`config.mk`:
```
export PLATFORM = sky130hd
export DESIGN_NAME = shift_add_mult_ctrl
export DESIGN_NICKNAME = d
export VERILOG_FILES = /design/src/rtl/mult_pkg.sv /design/src/rtl/pp_adder_row.sv /design/src/rtl/shift_add_mult_ctrl.sv
export SDC_FILE = /design/constraint.sdc
export NUM_CORES = 1
export LEC_CHECK = 0
export ABC_AREA = 1
export CAP_MARGIN = 20
export CORE_MARGIN = 4
export CORE_UTILIZATION = 42
export CTS_BUF_LIST = sky130_fd_sc_hd__clkbuf_8 sky130_fd_sc_hd__clkbuf_16
export DETAILED_ROUTE_END_ITERATION = 8
export GPL_TIMING_DRIVEN = 0
export PLACE_DENSITY = 0.75
export SLEW_MARGIN = 20
export SYNTH_ARGS = -nofsm -noshare
export SYNTH_HDL_FRONTEND = slang
export SYNTH_SLANG_ARGS = --single-unit
```
`constraint.sdc`:
```
create_clock -name clk -period 4.2 [get_ports clk]
set_input_delay 0.63 -clock clk [delete_from_list [all_inputs] [get_ports clk]]
set_output_delay 0.63 -clock clk [all_outputs]
set_load 0.005 [all_outputs]
```
`src/rtl/mult_pkg.sv`:
```
// Shared types and width helpers for the sequential shift-add multiplier.
package mult_pkg;

    typedef enum logic [1:0] {
        IDLE = 2'd0,
        RUN  = 2'd1,
        DONE = 2'd2
    } state_e;

    localparam int MULT_N = 8;

    // Counter must hold the value N after the last iteration.
    function automatic int cw_of(input int n);
        return $clog2(n + 1);
    endfunction

endpackage

```
`src/rtl/pp_adder_row.sv`:
```
// One row of AND + full-adder partial-product cells, rippled with carry-in 0.
module pp_cell (
    input  logic m,
    input  logic qBit,
    input  logic ppIn,
    input  logic cin,
    output logic s,
    output logic cout
);
    logic pp;

    assign pp   = m & qBit;
    assign s    = pp ^ ppIn ^ cin;
    assign cout = (pp & ppIn) | (cin & (pp ^ ppIn));
endmodule

module pp_adder_row #(
    parameter int N = 8
) (
    input  logic [N-1:0] M,
    input  logic         qBit,
    input  logic [N-1:0] ppIn,
    output logic [N-1:0] sum,
    output logic         carryOut
);
    logic [N:0] c;

    assign c[0] = 1'b0;

    for (genvar i = 0; i < N; i++) begin : g_cell
        pp_cell u_cell (
            .m    (M[i]),
            .qBit (qBit),
            .ppIn (ppIn[i]),
            .cin  (c[i]),
            .s    (sum[i]),
            .cout (c[i+1])
        );
    end

    assign carryOut = c[N];
endmodule

```
`src/rtl/shift_add_mult_ctrl.sv`:
```
// Sequential N-bit unsigned shift-add multiplier: one adder row reused over N
// iterations, product presented on a valid/ack handshake.
module shift_add_mult_ctrl
    import mult_pkg::*;
#(
    parameter int N  = MULT_N,
    parameter int CW = cw_of(N)
) (
    input  logic           clk,
    input  logic           resetN,
    input  logic           start,
    input  logic [N-1:0]   inputM,
    input  logic [N-1:0]   inputQ,
    output logic           busy,
    output logic           productValid,
    input  logic           productAck,
    output logic [2*N-1:0] product
);
    localparam logic [CW-1:0] LAST = CW'(N - 1);

    state_e         state_q;
    logic [N-1:0]   m_q, a_q, q_q;
    logic [CW-1:0]  count_q;
    logic [2*N-1:0] product_q;

    logic [N-1:0]   row_sum;
    logic           row_cout;
    logic [2*N-1:0] aq_d;

    pp_adder_row #(.N(N)) u_row (
        .M        (m_q),
        .qBit     (q_q[0]),
        .ppIn     (a_q),
        .sum      (row_sum),
        .carryOut (row_cout)
    );

    // {carry, sum, Q} shifted right by one: carry lands in A's MSB, Q[0] drops.
    assign aq_d = {row_cout, row_sum, q_q[N-1:1]};

    always_ff @(posedge clk) begin
        if (!resetN) begin
            state_q   <= IDLE;
            m_q       <= '0;
            a_q       <= '0;
            q_q       <= '0;
            count_q   <= '0;
            product_q <= '0;
        end else begin
            case (state_q)
                IDLE: begin
                    if (start) begin
                        m_q     <= inputM;
                        q_q     <= inputQ;
                        a_q     <= '0;
                        count_q <= '0;
                        state_q <= RUN;
                    end
                end
                RUN: begin
                    {a_q, q_q} <= aq_d;
                    count_q    <= count_q + 1'b1;
                    if (count_q == LAST) begin
                        product_q <= aq_d;
                        state_q   <= DONE;
                    end
                end
                DONE: begin
                    if (productAck) state_q <= IDLE;
                end
                default: state_q <= IDLE;
            endcase
        end
    end

    assign busy         = (state_q != IDLE);
    assign productValid = (state_q == DONE);
    assign product      = product_q;
endmodule
```
# ---- Yosys cells after proc, flatten, opt, wreduce, memory -nomap -nowiden
# Index checks and enable logic that the tools add are counted.
dict set report totals {
  regBits 46
  output_inout_bits 18
  elab_cells 75
}
dict set report classes {
  n_addsub 1
  n_eq_ne 6
  muxes 10
  bitwise_logic 45
  reduce_logical 7
}
# cell n
set op_table {}
lappend op_table {{case mux 8 bit (2 select lines)} 2}
lappend op_table {{bitwise AND 1 bit} 23}
lappend op_table {{two-way mux 8 bit} 2}
lappend op_table {{bitwise XOR 1 bit} 15}
lappend op_table {{case mux 4 bit (2 select lines)} 1}
lappend op_table {{OR 1 bit} 7}
lappend op_table {{two-way mux 2 bit} 3}
lappend op_table {{case mux 2 bit (3 select lines)} 1}
lappend op_table {{AND reduction 2 bit} 3}
lappend op_table {{adder 4 x 1 -> 4 bit (second input constant)} 1}
lappend op_table {{== test 4 x 3 -> 1 bit (second input constant)} 1}
lappend op_table {{two-way mux 4 bit} 1}
lappend op_table {{!= test 2 bit (second input constant)} 2}
lappend op_table {{nonzero test 2 bit} 2}
lappend op_table {{AND reduction 3 bit} 1}
lappend op_table {{== test 2 x 1 -> 1 bit (second input constant)} 1}
lappend op_table {{== test 2 bit (second input constant)} 1}
lappend op_table {{zero test 2 bit} 1}
lappend op_table {{!= test 2 x 1 -> 1 bit (second input constant)} 1}

# ---- Longest topological paths before layout
dict set report depth {
  depth_word 17
  mapped_depth 17
  depth_no_buf 16
}

# ---- Modules after synthesis
# A second synthesis with hierarchy kept.
dict set report hier_totals {
  cells_unflattened 327
  area_unflattened_um2 2277.2
}
# mod instances cells_each area_each_um2 seq_area_each_um2
set by_module_without_submodules {}
lappend by_module_without_submodules {shift_add_mult_ctrl 1 278 1963.1 920.9}
lappend by_module_without_submodules {pp_cell 8 6 38.8 0.0}
lappend by_module_without_submodules {pp_adder_row 1 1 3.8 0.0}

# ---- Least setup slack after synthesis
# No wires, ideal clock.
dict set report synth_path {
  path_type {reg2reg}
  start {reg q_q[0]}
  end {reg a_q[6]}
  setup_time_ns 0.070
  arrival_time_ns 3.534
  required_ns 4.130
  path_slack_ns 0.596
  stages_incl_launch_ff 17
  n_path_buf 1
  period_less_slack_ns 3.604
  path_cell_list {dfxtp_1 > clkbuf_1 > nand2_1 > inv_1 > ha_1 > fa_1 > inv_1 > fa_1 > fa_1 > inv_1 > fa_1 > inv_1 > fa_1 > fa_1 > fa_1 > or2_2 > a21oi_1}
}
dict set report synth_via {
  elab_chain_len 16
}
# item line_no
set synth_lines {}
lappend synth_lines {{from (decl)} shift_add_mult_ctrl.sv:22} ;# logic [N-1:0] m_q, a_q, q_q;
lappend synth_lines {{from (signal assigned)} shift_add_mult_ctrl.sv:54} ;# q_q <= inputQ;
lappend synth_lines {{from (signal assigned)} shift_add_mult_ctrl.sv:61} ;# {a_q, q_q} <= aq_d;
lappend synth_lines {{bitwise AND 1 bit} pp_adder_row.sv:12} ;# assign pp = m & qBit;
lappend synth_lines {{bitwise AND 1 bit or bitwise XOR 1 bit (tied branches)} pp_adder_row.sv:14} ;# assign cout = (pp & ppIn) | (cin & (pp ^ ppIn));
lappend synth_lines {{bitwise AND 1 bit} pp_adder_row.sv:14}
lappend synth_lines {{OR 1 bit} pp_adder_row.sv:14}
lappend synth_lines {{bitwise AND 1 bit} pp_adder_row.sv:14}
lappend synth_lines {{OR 1 bit} pp_adder_row.sv:14}
lappend synth_lines {{bitwise AND 1 bit} pp_adder_row.sv:14}
lappend synth_lines {{OR 1 bit} pp_adder_row.sv:14}
lappend synth_lines {{bitwise AND 1 bit} pp_adder_row.sv:14}
lappend synth_lines {{OR 1 bit} pp_adder_row.sv:14}
lappend synth_lines {{bitwise AND 1 bit} pp_adder_row.sv:14}
lappend synth_lines {{OR 1 bit} pp_adder_row.sv:14}
lappend synth_lines {{bitwise AND 1 bit} pp_adder_row.sv:14}
lappend synth_lines {{OR 1 bit} pp_adder_row.sv:14}
lappend synth_lines {{bitwise XOR 1 bit *} pp_adder_row.sv:13} ;# assign s = pp ^ ppIn ^ cin;
lappend synth_lines {{case mux 8 bit (2 select lines) *} shift_add_mult_ctrl.sv:50} ;# case (state_q)
lappend synth_lines {{to (signal assigned)} shift_add_mult_ctrl.sv:61}
lappend synth_lines {{to (decl)} shift_add_mult_ctrl.sv:22}
# Mark *: on every way between the ends. The rest lies on a longest branch, timed or not.
# A chain may end at the register's enable or synchronous reset.

# ---- Worst setup path after layout
# Same ends and word-level chain as after synthesis.

==> run_results.csv <==
group,metric,value,unit
outcome,outcome,"finished, final reports clean",
power_and_ir_drop,clkPwrFrac,32.7,%
worst_setup_path,r2r-start,"q_q[0]",
placement,portBuffers,35,
detailed_routing,drt-total-wl,4550,um
die,core_area,4880,um^2
finish,finalInstanceArea,2710,um^2
die,initial_core_util,44.8,%
power_and_ir_drop,p_per_area,310,nW/um^2
clock_tree,cts_buffers,5,
sta,fmax,256,MHz
power_and_ir_drop,internal-power,0.613,mW
yosys,synth_nets,334,
die,die_h,80.1,um
yosys,synth_top_area_share,42.1,%
detailed_routing,wire_per_inst,11.0,um
detailed_routing,routed_via_density,4.48,
clock_tree,clockBufferDepth,2,
yosys,synth_area,2190,um^2
worst_setup_path,r2r_setup_slack,0.30,ns
worst_hold_path,hold_path_depth,2,
worst_setup_path,worst-endpoint-required,4.44,ns
worst_setup_path,cp.arrival,4.14,ns
yosys,synth_top_cell_by_area,"dfxtp_1",
yosys,synth_mux_area_share,0,%
finish,antenna_cells,0,
clock_tree,cts_tree,"yes",
sta,period_share,92.9,%
power_and_ir_drop,p_leak,1.19,nW
yosys,ys_seq_elements,46,
die,dieArea,6420,um^2
detailed_routing,ant_nets,0,
finish,layout-drive-gt1-share,9.20,%
worst_setup_path,crit_slowest_cell,"fa_1",
power_and_ir_drop,swShare,26.9,%
yosys,synthSimpleGateAreaFrac,34.4,%
global_route,track_usage,15.8,%
global_route,antenna_found_initial,0,
flow_run,maxCapViolCount,0,
clock_tree,clk_pin_slew_worst_paths,0.09,ns
global_route,grt_overflow,0,
sta,hold_viol,0,
detailed_routing,drcViolationCount,0,
worst_setup_path,startpoint_type,"flip-flop",
finish,syn2layout_area_growth,24.0,%
worst_setup_path,worst-path-buf-inv,5,
sta,finalSetupTns,0,ns
die,die_w,80.1,um
placement,dpl_cell_area,2620,um^2
worst_setup_path,cp_max_fo,9,
yosys,seq_area_frac_synth,42.1,%
sta,finalClockSkew,0.00600,ns
power_and_ir_drop,switchingPower,0.226,mW
sta,hold_slack,0.474,ns
yosys,syn_inst,305,
global_route,grt_pass1_wl,7960,um
die,ios,38,
global_route,grt_max_degree,16,
detailed_routing,drtPass1Iterations,4,
clock_tree,cts_setup_buffers,0,
clock_tree,clk_latency,0.31,ns
worst_hold_path,min_to,"a_q[5]",
detailed_routing,drt_iter0_markers,107,
finish,nNetsFinal,376,
clock_tree,root_buffer,"clkbuf_8",
clock_tree,cts_resized,0,
worst_setup_path,critPathKind,"reg -> reg",
worst_hold_path,hold_class,"reg -> reg",
clock_tree,postCtsHoldBufs,0,
placement,pre_cts_ws,0.305,ns
worst_setup_path,path_cells,"clkbuf_1 -> nand2_1 -> inv_1 -> ha_1 -> fa_1 -> inv_1 -> fa_1 -> fa_1 -> inv_1 -> fa_1 -> inv_1 -> fa_1 -> fa_1 -> fa_1 -> or2_2 -> a21oi_1",
yosys,synth_xor_area_share,0,%
yosys,synth_compound_area_share,5.27,%
sta,min_period,3.90,ns
sta,setup_viol,0,
detailed_routing,num_vias,1858,
yosys,synth_area_per_cell,7.17,um^2
worst_hold_path,hold_start,"a_q[5]",
yosys,synth_area_leaders,"dfxtp_1 42%, nand2_1 12%, nor2_1 11%",
sta,rsz0062_at_grt,"false",
placement,place_congestion,0.827,
worst_setup_path,r2r_cells,16,
yosys,ys_types,22,
worst_setup_path,end_kind,"flip-flop",
placement,place_hpwl,3440,um
power_and_ir_drop,seqPwrFrac,55.0,%
sta,drv_slew,0,
yosys,yosysWarnings,0,
worst_setup_path,reg2reg_to,"a_q[6]",
yosys,synth_fa_ha_area_share,7.56,%
sta,max-slew-margin-rel,66.1,%
worst_setup_path,crit_top_cell,"fa_1",
power_and_ir_drop,ir_drop,0.000154,V
power_and_ir_drop,combPwrFrac,12.3,%
sta,worst_pin_slew,0.508,ns
global_route,grt_pass1_vias,1807,
worst_setup_path,path_delay_family,"adder cells",
die,rows,25,
yosys,synth_top_family_by_area,"simple AND/OR/NAND/NOR gates",
clock_tree,htreeDepth,2,
worst_setup_path,cpPeakStageDelay,0.46,ns
sta,setup_slack,0.298,ns
power_and_ir_drop,finalPower,0.839,mW
clock_tree,clkSinkCount,46,
## final cells by class
type                            count  area, um^2
Clock buffer                        5        68.8
Fill cell                         498        2170
Buffer                             13        75.1
Timing Repair Buffer               35         350
Sequential cell                    46         921
Clock inverter                      3        21.3
Inverter                           42         158
Multi-Input combinational cell    204        1030
Tap cell                           67        83.8
## power by group through the flow
| stage | clock network, mW | logic [mW] | registers [mW] |
|---|---|---|---|
| floorplan | 0 | 0.0679 | 0.470 |
| global placement | 0 | 0.102 | 0.471 |
| detailed placement | 0 | 0.104 | 0.472 |
| CTS | 0.282 | 0.104 | 0.462 |
| global route | 0.297 | 0.119 | 0.464 |
| finish | 0.275 | 0.103 | 0.462 |
## worst min-delay path, delay by kind of cell (launching register included)
family / cells / cell delay [ns]
AND/OR/NAND/NOR: 1 / 0.06
flip-flops: 1 / 0.32
AO/OA/AOI/OAI: 1 / 0.05
## registers in the layout, summed over array words and instances (netlist names)
| register | count |
|---|---|
| q_q | 8 |
| state_q | 2 |
| count_q | 4 |
| m_q | 8 |
| a_q | 8 |
| product | 16 |
## synth_stat cells (all sizes together)
cell type and n:
a21oi 13, buf 10, clkbuf 3, dfxtp 46, fa 7, ha 2
inv 42, nand2 75, nand3 15, nand3b 10, nor2 66, o21ai 10
or2 6
## placed cells by master (no fill, tap or decap), types with 2 or more instances in the layout
cell,instances
a21oi_1,13
buf_2,6
buf_6,2
clkbuf_1,3
clkbuf_8,5
clkdlybuf4s50_1,35
dfxtp_1,46
fa_1,7
ha_1,2
inv_1,41
nand2_1,71
nand2_2,3
nand3_1,15
nand3b_1,10
nor2_1,62
nor2_2,2
nor2_4,2
o21ai_0,9
or2_2,6
## worst max-delay path by stage
stage,startpoint,endpoint,depth (start not counted)
4_1_cts,q_q[0],a_q[6],16
2_1_floorplan,q_q[0],a_q[6],16
5_1_grt,q_q[0],a_q[6],16
3_3_place_gp,q_q[0],a_q[6],16
6_report,q_q[0],a_q[6],16
3_5_place_dp,q_q[0],a_q[6],16
## layer usage
layer  wire, um  track usage, %  up-vias
met1       2150            21.2      804
li1           -               -     1003
met3        242            3.14        4
met5          0               0        -
met2       2100            25.6       47
met4         55            4.56        0
## through the flow
step / utilization [%] / cells
final: 55.5 / 415
after global routing: 55.5 / 415
after CTS: 55.5 / 415
after detailed placement: 53.7 / 407
after global placement: 53.7 / 407
after floorplan: - / 305
## logic make-up (layout without fill, tap and decap cells)
logic type                 after synthesis  count (layout)
AOI/OAI and AO/OA                       23              23
and+or+nand+nor                        172             172
DFF                                     46              46
adders and majority gates                9               9
buffers and inverters                   55              98
Note: power is estimated with default switching activity, not from simulation.
